### src/rtl/round_robin_arbiter_if.sv
// Request/grant bundle between N requesting devices and the arbiter.
// Ports: requests (per-device request), grants (one-hot or zero), busy, grantedIndex.
// The master modport is the arbiter side (drives grants); slave is the device side.
interface round_robin_arbiter_if #(
  parameter int NUMBER_OF_DEVICES = 4
);
  localparam int IW = $clog2(NUMBER_OF_DEVICES);

  logic [NUMBER_OF_DEVICES-1:0] requests;
  logic [NUMBER_OF_DEVICES-1:0] grants;
  logic                         busy;
  logic [IW-1:0]                grantedIndex;

  modport master (
    input  requests,
    output grants,
    output busy,
    output grantedIndex
  );

  modport slave (
    output requests,
    input  grants,
    input  busy,
    input  grantedIndex
  );
endinterface

### src/rtl/round_robin_arbiter.sv
// N-way arbiter, fixed-priority or round-robin, with optional hold-time preemption.
// Latency: request to grant 1 cycle from idle; at least 1 idle cycle between owners.
// Backpressure: none; requests are sampled each edge, owner keeps grant until it drops or is preempted.
// Ports: clock, reset (sync, active-high), bus.master (requests in; grants/busy/grantedIndex out, all registered).
module round_robin_arbiter #(
  parameter int NUMBER_OF_DEVICES = 4,
  parameter int MODE              = 1,
  parameter int MAX_HOLD_CYCLES   = 0
) (
  input  logic                  clock,
  input  logic                  reset,
  round_robin_arbiter_if.master bus
);
  localparam int N  = NUMBER_OF_DEVICES;
  localparam int IW = $clog2(N);
  localparam bit HOLD_EN = (MODE == 1) && (MAX_HOLD_CYCLES > 0);
  // Counter keeps one bit when the limit is disabled so the declaration stays legal.
  localparam int HW = (MAX_HOLD_CYCLES > 0) ? $clog2(MAX_HOLD_CYCLES + 1) : 1;
  localparam int HOLD_LAST_I = (MAX_HOLD_CYCLES > 0) ? MAX_HOLD_CYCLES - 1 : 0;
  localparam logic [HW-1:0] HOLD_LAST = HW'(HOLD_LAST_I);
  localparam logic [IW-1:0] PTR_RESET = IW'(N - 1);
  localparam logic [N-1:0]  ONE_HOT0  = N'(1);

  typedef enum logic {IDLE, GRANTED} state_t;

  state_t          state, state_nxt;
  logic [N-1:0]    grants_q, grants_nxt;
  logic            busy_q, busy_nxt;
  logic [IW-1:0]   index_q, index_nxt;
  logic [IW-1:0]   pointer_q, pointer_nxt;
  logic [HW-1:0]   hold_q, hold_nxt;

  logic [IW-1:0]   winner;
  logic [IW-1:0]   cand_idx;
  int              cand;
  logic            owner_req;
  logic            others_waiting;
  logic            preempt;

  // Winner search. Loops run from the farthest candidate to the nearest so the
  // last assignment made is the highest-priority requester.
  always_comb begin
    winner   = '0;
    cand     = 0;
    cand_idx = '0;
    if (MODE == 0) begin
      for (int i = N - 1; i >= 0; i--) begin
        if (bus.requests[i]) winner = IW'(i);
      end
    end else begin
      for (int off = N; off >= 1; off--) begin
        cand = int'(pointer_q) + off;
        if (cand >= N) cand = cand - N;
        cand_idx = IW'(cand);
        if (bus.requests[cand_idx]) winner = cand_idx;
      end
    end
  end

  assign owner_req      = bus.requests[index_q];
  assign others_waiting = |(bus.requests & ~grants_q);
  assign preempt        = HOLD_EN && (hold_q == HOLD_LAST) && owner_req && others_waiting;

  always_comb begin
    state_nxt   = state;
    grants_nxt  = grants_q;
    busy_nxt    = busy_q;
    index_nxt   = index_q;
    pointer_nxt = pointer_q;
    hold_nxt    = hold_q;
    case (state)
      IDLE: begin
        if (|bus.requests) begin
          state_nxt   = GRANTED;
          grants_nxt  = ONE_HOT0 << winner;
          busy_nxt    = 1'b1;
          index_nxt   = winner;
          pointer_nxt = winner;
          hold_nxt    = '0;
        end
      end
      GRANTED: begin
        // Release and preemption both go through IDLE; the pointer already
        // names the owner, so a preempted owner drops to lowest priority.
        if (!owner_req || preempt) begin
          state_nxt  = IDLE;
          grants_nxt = '0;
          busy_nxt   = 1'b0;
          index_nxt  = '0;
        end else if (HOLD_EN && (hold_q != HOLD_LAST)) begin
          hold_nxt = hold_q + HW'(1);
        end
      end
      default: begin
        state_nxt  = IDLE;
        grants_nxt = '0;
        busy_nxt   = 1'b0;
        index_nxt  = '0;
      end
    endcase
  end

  always_ff @(posedge clock) begin
    if (reset) begin
      state     <= IDLE;
      grants_q  <= '0;
      busy_q    <= 1'b0;
      index_q   <= '0;
      pointer_q <= PTR_RESET;
      hold_q    <= '0;
    end else begin
      state     <= state_nxt;
      grants_q  <= grants_nxt;
      busy_q    <= busy_nxt;
      index_q   <= index_nxt;
      pointer_q <= pointer_nxt;
      hold_q    <= hold_nxt;
    end
  end

  assign bus.grants       = grants_q;
  assign bus.busy         = busy_q;
  assign bus.grantedIndex = index_q;
endmodule

### src/flat_wrapper.sv
// flat-port wrapper written by rule: the top's interface ports become plain ports
module round_robin_arbiter_flat 
#(
  parameter int NUMBER_OF_DEVICES = 4,
  parameter int MODE              = 1,
  parameter int MAX_HOLD_CYCLES   = 0
)
  (clock, reset, bus_requests, bus_grants, bus_busy, bus_grantedIndex);
  round_robin_arbiter_if #(.NUMBER_OF_DEVICES(NUMBER_OF_DEVICES)) bus_i ();
  input  logic clock;
  input  logic reset;
  input wire logic [$bits(bus_i.requests)-1:0] bus_requests;
  output wire logic [$bits(bus_i.grants)-1:0] bus_grants;
  output wire logic [$bits(bus_i.busy)-1:0] bus_busy;
  output wire logic [$bits(bus_i.grantedIndex)-1:0] bus_grantedIndex;
  assign bus_i.requests = bus_requests;
  assign bus_grants = bus_i.grants;
  assign bus_busy = bus_i.busy;
  assign bus_grantedIndex = bus_i.grantedIndex;
  round_robin_arbiter #(.NUMBER_OF_DEVICES(NUMBER_OF_DEVICES), .MODE(MODE), .MAX_HOLD_CYCLES(MAX_HOLD_CYCLES)) u_core (.clock(clock), .reset(reset), .bus(bus_i));
endmodule
### config.mk
export PLATFORM = sky130hd
export DESIGN_NAME = round_robin_arbiter_flat
export DESIGN_NICKNAME = d
export VERILOG_FILES = /design/src/rtl/round_robin_arbiter_if.sv /design/src/rtl/round_robin_arbiter.sv /design/src/flat_wrapper.sv
export SDC_FILE = /design/constraint.sdc
export NUM_CORES = 1
export LEC_CHECK = 0
export BUFFER_PORTS_ARGS = -buffer_cell sky130_fd_sc_hd__buf_2
export CAP_MARGIN = 20
export CORE_MARGIN = 5
export CORE_UTILIZATION = 36
export DETAILED_ROUTE_END_ITERATION = 7
export PLACE_DENSITY_LB_ADDON = 0.12
export RECOVER_POWER = 50
export SLEW_MARGIN = 25
export SYNTH_ARGS = -nofsm -noshare
export SYNTH_HDL_FRONTEND = slang
export SYNTH_SLANG_ARGS = --single-unit
export TNS_END_PERCENT = 50
### constraint.sdc
create_clock -name clock -period 1.6 [get_ports clock]
set_input_delay 0.08 -clock clock [delete_from_list [all_inputs] [get_ports clock]]
set_output_delay 0.08 -clock clock [all_outputs]
set_load 0.02 [all_outputs]
## Word level (Yosys, flattened, before mapping)

Index checks and enable logic that the tools add are counted.

- Add/subtract/negate cells: 8
- Multiply operators: 0
- Divide/modulo/power cells: 0
- Magnitude comparators: 9
- Equal/unequal tests: 2
- Shift operators: 1
- Muxes and demuxes: 30
- Bitwise logic cells: 1
- Reductions and logical operators: 3

Operator list:

| operator | number |
|---|---|
| 2-bit 2-to-1 mux | 10 |
| 2-bit by 3-bit less-than comparator with 1-bit output, second input constant | 5 |
| 1-bit binary-select mux with 2-bit select | 5 |
| 3-bit >= comparator, second input constant | 3 |
| 1-bit 2-to-1 mux | 9 |
| 4-bit 2-to-1 mux | 2 |
| 4-bit one-hot mux with 2 select lines | 1 |
| 2-bit by 1-bit subtractor with 2-bit output, second input constant | 4 |
| 2-bit by 2-bit adder with 3-bit output, second input constant | 2 |
| 2-bit by 3-bit adder with 4-bit output, second input constant | 1 |
| 4-bit by 3-bit >= comparator with 1-bit output, second input constant | 1 |
| 1-bit one-hot mux with 2 select lines | 2 |
| 2-bit one-hot mux with 2 select lines | 1 |
| 2-bit AND reduction | 2 |
| 4-bit OR reduction | 1 |
| 1-bit by 2-bit left shift with 4-bit output, first input constant | 1 |
| 2-bit by 1-bit adder with 3-bit output, second input constant | 1 |
| 2-bit by 1-bit inequality test with 1-bit output, second input constant | 1 |
| 2-bit inequality test, second input constant | 1 |
| 1-bit inverter | 1 |

- Bits in registers: 10
- Latch bits: 0
- Bits in writable memories: 0
- Bits in read-only memories: 0
- Input port bits: 6
- Memories: 0

## Logic depth before layout (Yosys ltp)

Gate-level depths: netlist of the first run.

- Depth in word-level cells: 12
- Mapped depth: 4
- Mapped depth without buffers: 4

## Least setup slack after synthesis of the first run

OpenSTA, ideal clock, no wires.

- Path type: flip-flop to flip-flop
- From: register u_core.index_q[1], in the netlist u_core.bus.grantedIndex[1]
- To: register u_core.grants_q[0], in the netlist u_core.bus.grants[0]
- Library setup time: 0.117 ns
- Arrival: 1.293 ns
- Required time: 1.483 ns
- Path slack: 0.189 ns
- Stages on the path, launching flop included: 5
- Buffers on the path: 0
- Path through: dfxtp_1 mux2i_1 a221oi_2 and2b_2 a32o_2

- Cells in the longest elaborated chain, start to end: 4

Ends and longest elaborated chain:

| element | line | RTL |
|---|---|---|
| start, declared | round_robin_arbiter.sv:29 | `logic [IW-1:0] index_q, index_nxt;` |
| start signal, assigned | round_robin_arbiter.sv:115 | `index_q <= index_nxt;` |
| 1-bit binary-select mux with 2-bit select | round_robin_arbiter.sv:60 | `assign owner_req = bus.requests[index_q];` |
| 1-bit 2-to-1 mux (not written as such) | round_robin_arbiter.sv:60 |  |
| 2-bit inequality test (no line) | -- |  |
| 2-bit AND reduction (no line) | -- |  |
| end signal, assigned | round_robin_arbiter.sv:113 | `grants_q <= grants_nxt;` |
| end, declared | round_robin_arbiter.sv:27 | `logic [N-1:0] grants_q, grants_nxt;` |

Every way passes these cells. The select of a mux whose other input is x is not followed.
A chain may end at the register's enable or synchronous reset.

## Worst setup path after layout of the first run

Same ends and word-level chain as after synthesis.

==> results.txt, run 1 <==
----------------------------------------------------
[STA]
  Final setup violation count ... 0
  Crit share post-route ... about nine tenths
  Final hold vios ... 0
  RSZ-0062 raised after global routing ... no
  Worst clock skew on the final layout ... 0.003562 ns
  Final sum of negative setup slack ... 0 ns
  Worst slew margin ... 69.64%
  Measured slew at the worst slew-check pin ... 0.4519 ns
  Maximum achievable frequency ... 0.7008 GHz
  Crit path time final ... 1.427 ns
  Final Max Tran Viols ... 0

[Hold path]
  Kind of path behind the tightest hold check ... input pin to flop
  Hold-critical path depth ... 3

[Drt]
  Number of vias per cell after detailed routing ... 5.633
  DRC violation count after routing ... 0
  Violation count after the first detailed-route iteration ... 4
  Number of search-and-repair iterations in the first detailed-routing pass ... 3
  Total routed wirelength ... 1061 µm
  Routed via count ... 445
  Wire per inst ... 13.43 µm
  Antenna Violating Nets Remaining ... 0

[Power]
  Net Sw Power ... 0.2035 mW
  Proportion of power drawn by combinational gates ... 21.7%
  Portion of total power attributed to sequential cells ... 44.5%
  Highest ir drop seen on vdd ... between 0.6 and 0.7 mV
  Internal power ... between 0.4 and 0.5 mW
  Fraction of power spent switching nets ... 29.96%
  Part of the power in the clock network ... 33.8%
  Leakage power ... 0.2403 nW
  Areal power density over the cells ... 1165 nW/µm²
  Power, Total ... 0.6791 mW

[Die]
  DIE HEIGHT ... between 40 and 50 µm
  Core Area ... 1269 µm²
  Initial standard-cell utilization of the core ... 37.57%
  Total number of placement rows ... 13
  IO Count ... 13
  Die area ... about 2200 µm²
  Horizontal die dimension ... 46.39 µm

[Placed design]
  IO buf count ... 12
  Placer's final routability congestion estimate ... 0.7647

[Clocking]
  CTS H-tree lvls ... 1
  Number of buffers added for setup after CTS ... 0
  CTS resizes ... 0
  Cell chosen for the clock root ... clkbuf_4
  Maximum number of buffers from clock root to sink ... 2
  Clock transition at the registers of the reported paths ... 0.07 ns
  Total clock buffers created by CTS ... 3
  Clock insertion delay at the later pin of the skew report ... 0.27 ns
  Total number of clock tree sinks ... 10
  CTS Hold Bufs ... 0
  TritonCTS clock tree ... built

[GRT]
  Overall Global Routing Usage ... 11.67%
  Global-route wire length before repair ... 1718 µm
  Largest net degree at the start of global routing ... 8
  Grt total ovfl ... 0
  Initial antenna violation count ... 0
  Number of global-route vias before repair ... between 400 and 500

[Yosys]
  Total of warnings raised by yosys ... 0
  Synth Cell Area ... 476.7 µm²
  Instance count of the mapped netlist ... 48
  Yosys cell types ... 25
  Syn nets ... 54
  FFs w/ async S/R, synth ... 0%
  Syn_area_per_cell ... 9.931 µm²
  Portion of the post-synthesis area used by sequential elements ... 41.99%
  Main synth FF type ... dfxtp_1
  Register bit total from synthesis ... 10
  Number of synthesized flops with an enable pin ... 0

[Final layout]
  Area grow syn2layout ... 22.31%
  Layout filler cell count ... 134
  Number of nets in the finished design ... 71
  Share of final-layout standard cells stronger than drive strength 1 ... between 20% and 30%
  Sequential cell area ... 200.2 µm²
  Total area of multi-input combinational cells ... 265.3 µm²
  Final antenna diode count ... 0

[Status]
  Result of the run ... finished, final reports clean

[Critical path]
  Worst EP arrival ... 1.59 ns
  Required @ worst endpoint ... 1.77 ns
  Worst setup EP type ... flop
  Cells on worst reg2reg path ... 4
  Critical-path maximum fanout ... 5
  Worst Setup Start Kind ... flop
  Critical Setup Path Class ... flop to flop

[Flow run]
  Number of max-cap violations ... 0

----------------------------------------------------
-- layout make-up --
class / count / area share, %
clock buffer: 4 / 6.223
inverter: 3 / 1.931
multi-input combinational: 35 / 45.49
sequential: 10 / 34.33
tap: 15 / 3.219
timing repair buffer: 12 / 8.798
-- sequential cells by signal, summed over array words and instances (netlist names) --
signal                   flops
u_core.state                 1
u_core.bus.grants            4
u_core.bus.grantedIndex      2
u_core.pointer_q             2
u_core.bus.busy              1
-- layer usage --
metal  GRT usage (%)  vias to the layer above  routed length (µm)
li1                -                      224                   -
met1           13.99                      203                 499
met2           17.03                       13                 449
met3           2.734                        5                  72
met4           10.23                        0                  39
met5               0                        -                   0
-- layout by cell type, fill, tap and decap left out, types with 2 or more instances in the layout --
cell,n
clkbuf_4,3
o211ai_1,2
buf_2,5
a32o_2,2
o21ai_0,2
a21oi_1,3
clkbuf_1,7
nor3_1,3
nand2b_1,4
inv_1,3
o2bb2ai_1,2
dfxtp_1,10
mux2i_1,2
-- synthesized netlist by cell type, types with 2 or more instances --
| master | number | share of area [%] |
|---|---|---|
| o2bb2ai_1 | 2 | 3.7 |
| a32o_2 | 2 | 4.7 |
| a21oi_1 | 3 | 3.1 |
| nand2b_1 | 4 | 5.2 |
| mux2i_1 | 2 | 4.2 |
| inv_1 | 3 | 2.4 |
| nor3_1 | 3 | 3.1 |
| o21ai_0 | 2 | 2.1 |
| dfxtp_1 | 10 | 42 |
| o211ai_1 | 2 | 3.1 |
-- power groups by stage --
stage,Combinational (mW),Clock [mW],Sequential (mW)
after detailed placement,0.152,0,0.308
after global placement,0.155,0,0.307
final,0.147,0.229,0.302
after global routing,0.163,0.250,0.307
after CTS,0.153,0.234,0.302
after floorplan,0.0821,0,0.326
-- critical path: stages (launching register included) --
cell	delay, ns
dfxtp_1	0.42
mux2i_1	0.32
a221oi_2	0.12
and2b_2	0.24
a32o_2	0.22
-- final timing paths --
| kind | start | endpoint | slack, ns |
|---|---|---|---|
| worst max-delay path | u_core.bus.grantedIndex[1] | u_core.bus.grants[0] | 0.17 |
| worst min-delay path | reset | u_core.pointer_q[1] | 0.11 |
| worst min register to register | u_core.bus.busy | u_core.bus.busy | 0.47 |
| worst max register to register | u_core.bus.grantedIndex[1] | u_core.bus.grants[0] | 0.17 |
-- through the flow --
step                      setup slack [ns]  std cells  cell area, µm²  util (%)  hold WS, ns
after floorplan                     0.1895         48           476.7         -       0.2155
after global placement              0.2705         75           555.5     43.79       0.3953
after detailed placement            0.1889         75           555.5     43.79       0.3878
after CTS                           0.1931         79           591.8     46.65       0.1075
after global routing               0.09779         79           583.1     45.96       0.1401
final                               0.1730         79           583.1     45.96       0.1147
-- logic make-up (layout without fill, tap and decap cells) --
group                  count (synthesis)  in the layout  share of synthesized area [%]
AO/OA/AOI/OAI                         19             19                          32.02
buffers and inverters                  3             19                          2.362
flip-flops                            10             10                          41.99
multiplexers                           2              2                          4.200
AND/OR/NAND/NOR                       14             14                          19.42
No activity file was read; power rests on OpenSTA's default activity.
==> inputs of run 2 (changes only) <==
- CELL_PAD_IN_SITES_DETAIL_PLACEMENT: not set -> 0
- CELL_PAD_IN_SITES_GLOBAL_PLACEMENT: not set -> 1
- CORE_UTILIZATION: 36 -> 35
==> run 2 against run 1 <==
Against the previous run:
- non-clock buffer count stayed put
- global-route usage is 1.1 points higher
- fmax is 2.2% higher
- utilization is 1.1 points lower
- register-to-register slack better by 0.03 ns
==> results.txt, run 2 (synthesized netlist as in run 1, its figures left out) <==
----------------------------------------------------
[GRT]
  Initial antenna violation count ... 0
  Global-route wire length before repair ... 1911 µm
  Grt total ovfl ... 0
  Overall Global Routing Usage ... 12.72%
  Largest net degree at the start of global routing ... 8
  Number of global-route vias before repair ... 433

[STA]
  Crit share post-route ... 87.24%
  Crit path time final ... 1.396 ns
  Final sum of negative setup slack ... 0 ns
  Maximum achievable frequency ... 0.7164 GHz
  Measured slew at the worst slew-check pin ... 0.4277 ns
  Final hold vios ... 0
  Worst slew margin ... 71.27%
  Final Max Tran Viols ... 0
  Final setup violation count ... 0
  Worst clock skew on the final layout ... 0.0002972 ns
  RSZ-0062 raised after global routing ... no
  Hold Slack ... between 0.1 and 0.15 ns

[Placed design]
  Detailed placer's ending HPWL ... 866.9 µm
  Placed cell area ... 555.5 µm²
  Placer's final routability congestion estimate ... 0.7501
  IO buf count ... 12

[Flow run]
  Number of max-cap violations ... 0

[Die]
  Initial standard-cell utilization of the core ... 36.63%
  Die area ... 2200 µm²
  Horizontal die dimension ... 46.91 µm
  DIE HEIGHT ... 46.91 µm
  Core Area ... approximately 1300 µm²
  IO Count ... 13
  Total number of placement rows ... 13

[Critical path]
  Slowest stage cell on the critical path ... dfxtp_1
  Worst Setup Start Kind ... flop
  Critical-path maximum fanout ... 5
  Critical Path, Cell by Cell ... mux2i_1 > a221oi_2 > and2b_2 > a32o_2
  Required @ worst endpoint ... 1.77 ns
  Worst setup EP type ... flop
  Critical Setup Path Class ... flop to flop
  Cells on worst reg2reg path ... 4
  Delay of the slowest critical-path stage ... 0.41 ns
  Worst reg-to-reg setup slack ... 0.20 ns
  Worst EP arrival ... 1.56 ns

[Clocking]
  CTS Hold Bufs ... 0
  TritonCTS clock tree ... built
  CTS resizes ... 0
  CTS H-tree lvls ... 1
  Number of buffers added for setup after CTS ... 0
  Clock transition at the registers of the reported paths ... about 0.070 ns
  Clock insertion delay at the later pin of the skew report ... roughly 0.27 ns
  Total number of clock tree sinks ... 10
  Maximum number of buffers from clock root to sink ... 2
  Cell chosen for the clock root ... clkbuf_4
  Total clock buffers created by CTS ... 3

[Power]
  Part of the power in the clock network ... 34.2%
  Highest ir drop seen on vdd ... 0.4794 mV
  Areal power density over the cells ... 1174 nW/µm²
  Portion of total power attributed to sequential cells ... between 40% and 50%
  Fraction of power spent switching nets ... 30.54%
  Proportion of power drawn by combinational gates ... 21.7%
  Leakage power ... 0.2403 nW
  Internal power ... 0.4755 mW
  Net Sw Power ... ~0.21 mW

[Final layout]
  Post-Route Utilization ... 44.81%
  Commonest cells after routing, fill and taps aside ... dfxtp_1, clkbuf_1, buf_2, nand2b_1
  Largest register FFs ... 4
  Cell area after layout ... 583.1 µm²
  Area grow syn2layout ... 22.31%
  Share of final-layout standard cells stronger than drive strength 1 ... 23.44%
  Number of nets in the finished design ... 71
  Final antenna diode count ... 0
  Most frequent standard cell in the layout excluding fill and tap cells ... dfxtp_1

[Hold path]
  Kind of path behind the tightest hold check ... input pin to flop
  Hold-critical path depth ... 3

[Drt]
  Routed via count ... around 430
  Total routed wirelength ... 1122 µm
  Number of vias per cell after detailed routing ... 5.380
  Violation count after the first detailed-route iteration ... 11
  DRC violation count after routing ... 0
  Wire per inst ... 14.20 µm
  Antenna Violating Nets Remaining ... 0
  Number of search-and-repair iterations in the first detailed-routing pass ... 4

[Status]
  Result of the run ... finished, final reports clean

----------------------------------------------------
## run 2: metrics by stage
step                total power [mW]  setup slack, ns  instances
finish                        0.6846           0.2041         79
global route                  0.7197           0.1203         79
CTS                           0.6962           0.2116         79
floorplan                     0.4084           0.1895         48
global placement              0.4628           0.2627         75
detailed placement            0.4619           0.2201         75
## run 2: path summary, 6_finish.rpt
| kind | from | end |
|---|---|---|
| min | reset | u_core.bus.busy |
| max | u_core.bus.grantedIndex[1] | u_core.bus.grants[1] |
| max reg2reg | u_core.bus.grantedIndex[1] | u_core.bus.grants[1] |
| min reg2reg | u_core.bus.grants[2] | u_core.bus.grants[2] |
## run 2: cell type report
type	instances	area [µm²]
fillers	148	718.2
multi-input cells	35	265.3
flip-flops and latches	10	200.2
repair buffers	12	51.30
clock buffers	4	36.28
well taps	15	18.77
inverters	3	11.26
## run 2: metal layers
metal | GRT usage [%] | routed length (µm) | vias to the layer above | share of wire [%]
met5 | 0 | 0 | - | 0
met4 | 8.287 | 27 | 0 | 2.4
met3 | 4.598 | 58 | 3 | 5.2
met2 | 18.43 | 466 | 13 | 42
met1 | 15.75 | 570 | 191 | 51
li1 | - | - | 218 | -
## run 2: power groups by stage
stage                     sequential (mW)  clock (mW)  combinational, mW
final                               0.302       0.234              0.149
after global routing                0.308       0.247              0.165
after CTS                           0.301       0.240              0.155
after detailed placement            0.307           0              0.155
after global placement              0.307           0              0.156
after floorplan                     0.326           0             0.0821
## run 2: critical path, delay by kind of cell, from the launching register on
kind,cells,cell delay (ns)
DFF,1,0.41
AOI/OAI and AO/OA,2,0.33
muxes,1,0.30
and+or+nand+nor,1,0.25
==> inputs of run 3 (changes only) <==
- ABC_AREA: not set -> 1
==> run 3 against run 2 <==
Against the previous run:
- fmax fell by 0.44%
- die area rose by 28%
- clock power fell by 4%
- power rose by 97%
- critical path type unchanged
- largest power group is now combinational cells
==> results.txt, run 3 <==
----------------------------------------------------
[Final layout]
  Area grow syn2layout ... 19.15%
  Post-Route Utilization ... 44.16%
  Commonest cells after routing, fill and taps aside ... nand2_1, nor2_1, inv_1, nand2_2, dfxtp_1
  Share of final-layout standard cells stronger than drive strength 1 ... around 22%
  Most frequent standard cell in the layout excluding fill and tap cells ... nand2_1
  Number of nets in the finished design ... 128
  Final antenna diode count ... 0
  Largest register FFs ... 4

[GRT]
  Number of global-route vias before repair ... approximately 610
  Global-route wire length before repair ... ~2600 µm
  Grt total ovfl ... 0
  Overall Global Routing Usage ... 12.13%
  Largest net degree at the start of global routing ... 10
  Initial antenna violation count ... 0

[STA]
  Worst slew margin ... between 80% and 90%
  Final Max Tran Viols ... 0
  Final hold vios ... 0
  Measured slew at the worst slew-check pin ... ~0.26 ns
  Final setup violation count ... 0
  Fin worst setup slack ... approximately 0.20 ns
  Final sum of negative setup slack ... 0 ns
  Maximum achievable frequency ... between 0.7 and 0.8 GHz
  Worst clock skew on the final layout ... 0.001238 ns
  Crit path time final ... 1.402 ns
  RSZ-0062 raised after global routing ... no
  Crit share post-route ... 87.63%

[Drt]
  Number of vias per cell after detailed routing ... 4.589
  Number of search-and-repair iterations in the first detailed-routing pass ... 4
  Antenna Violating Nets Remaining ... 0
  Wire per inst ... between 9 and 10 µm
  Violation count after the first detailed-route iteration ... 17
  DRC violation count after routing ... 0
  Met2 WL post-DR ... 656 µm
  Top layer reached by signal wires ... met3
  Post-Route M1 WL ... 692 µm
  DR WL met3 ... 82 µm
  Total routed wirelength ... ~1400 µm
  Routed via count ... between 600 and 700

[Critical path]
  Critical-path maximum fanout ... 5
  Required @ worst endpoint ... 1.79 ns
  Critical R2R Capture ... u_core.bus.grantedIndex[0]
  CP startpoint ... u_core.pointer_q[1]
  Worst reg-to-reg setup slack ... 0.20 ns
  Worst EP arrival ... 1.60 ns
  Worst setup EP type ... flop
  Worst Setup Start Kind ... flop
  Worst R2R Start ... u_core.pointer_q[1]
  Critical Setup Path Class ... flop to flop
  Worst setup path endpoint ... u_core.bus.grantedIndex[0]
  Cells on worst reg2reg path ... 11

[Yosys]
  Total of warnings raised by yosys ... 0
  Number of synthesized flops with an enable pin ... 0
  Portion of the post-synthesis area used by sequential elements ... 30.95%
  Main synth FF type ... dfxtp_1
  Synth top area cells ... dfxtp_1, nand2_1, nand2_2
  Count leader, synth ... nand2_1
  Syn_area_per_cell ... 6.161 µm²
  Yosys top cell area share ... between 30% and 40%
  Synth top cells by count ... nand2_1, nor2_1, inv_1
  Yosys cell types ... 16
  FFs w/ async S/R, synth ... 0%
  Syn nets ... 111
  Synth Cell Area ... 646.9 µm²
  Instance count of the mapped netlist ... 105
  Post-synthesis cell type with the largest combined area ... dfxtp_1
  Register bit total from synthesis ... 10

[Placed design]
  Setup Slack @ Placement ... approximately 0.15 ns
  Placer's final routability congestion estimate ... 0.7371
  Detailed placer's ending HPWL ... 1190 µm
  IO buf count ... 12

[Flow run]
  Number of max-cap violations ... 0

[Die]
  IO Count ... 13
  Initial standard-cell utilization of the core ... between 30% and 40%
  Horizontal die dimension ... 52.99 µm
  DIE HEIGHT ... 52.99 µm
  Total number of placement rows ... 15
  Core Area ... 1745 µm²
  Die area ... between 2000 and 3000 µm²

[Clocking]
  CTS H-tree lvls ... 1
  Cell chosen for the clock root ... clkbuf_4
  Total number of clock tree sinks ... 10
  Clock transition at the registers of the reported paths ... roughly 0.07 ns
  Maximum number of buffers from clock root to sink ... 2
  Clock insertion delay at the later pin of the skew report ... 0.26 ns
  Total clock buffers created by CTS ... 3
  TritonCTS clock tree ... built
  CTS Hold Bufs ... 0

[Hold path]
  Kind of path behind the tightest hold check ... input pin to flop

[Power]
  Leakage power ... 0.4046 nW
  Highest ir drop seen on vdd ... 0.9195 mV
  Power, Total ... between 1 and 1.5 mW
  Areal power density over the cells ... 1753 nW/µm²

[Status]
  Result of the run ... finished, final reports clean

----------------------------------------------------
[run 3: metal layers]
layer / track usage (%) / up-vias
met5: 0 / -
met4: 0 / 0
met3: 5.070 / 0
met2: 19.42 / 13
met1: 16.10 / 300
li1: - / 357
[run 3: worst max-delay path: stages, from the launching register on]
cell      delay, ns
dfxtp_2        0.34
inv_1          0.15
nand2_1        0.08
nand2_2        0.10
nand2_1        0.09
nand2_2        0.07
clkinv_1       0.08
nand2_1        0.07
nand2_1        0.05
nand2_2        0.09
nand2_1        0.08
a21oi_1        0.13
[run 3: worst min path at each step]
stage	from	endpoint	slack (ns)	cells past startpoint
finish	reset	u_core.bus.grants[1]	0.07	2
global route	reset	u_core.bus.grantedIndex[0]	0.08	2
CTS	reset	u_core.bus.grants[0]	0.06	2
detailed placement	reset	u_core.bus.grantedIndex[0]	0.34	2
global placement	reset	u_core.bus.grants[1]	0.34	2
floorplan	reset	u_core.bus.grantedIndex[0]	0.15	1
[run 3: timing repair]
item                                    4_1_cts  5_1_grt
buffers inserted                              0        0
endpoints found under the setup margin        0        6
gates resized for setup                       0        3
[run 3: logic make-up (layout without fill, tap and decap cells)]
family                 count (synthesis)  after routing  synth area share, %
AOI/OAI and AO/OA                     10             10                8.897
buffers and inverters                 16             32                9.283
and+or+nand+nor                       69             69                50.87
DFF                                   10             10                30.95
[run 3: cell type report]
class                   instances  area (µm²)
multi-input cells              79       386.6
well taps                      25       31.28
flip-flops and latches         10       202.7
repair buffers                 12       51.30
inverters                      16       62.56
fillers                       201       974.7
clock buffers                   4       36.28
[run 3: through the flow]
step	instances	instance area (µm²)	hold slack (ns)
after floorplan	105	646.9	0.1491
after global placement	142	738.2	0.3442
after detailed placement	142	738.2	0.3431
after global routing	146	770.7	0.07817
after CTS	146	774.5	0.06188
final	146	770.7	0.06750
[run 3: power breakdown]
part           switching [mW]  internal, mW
sequential             0.0684         0.330
combinational           0.487         0.241
clock                  0.0872         0.138
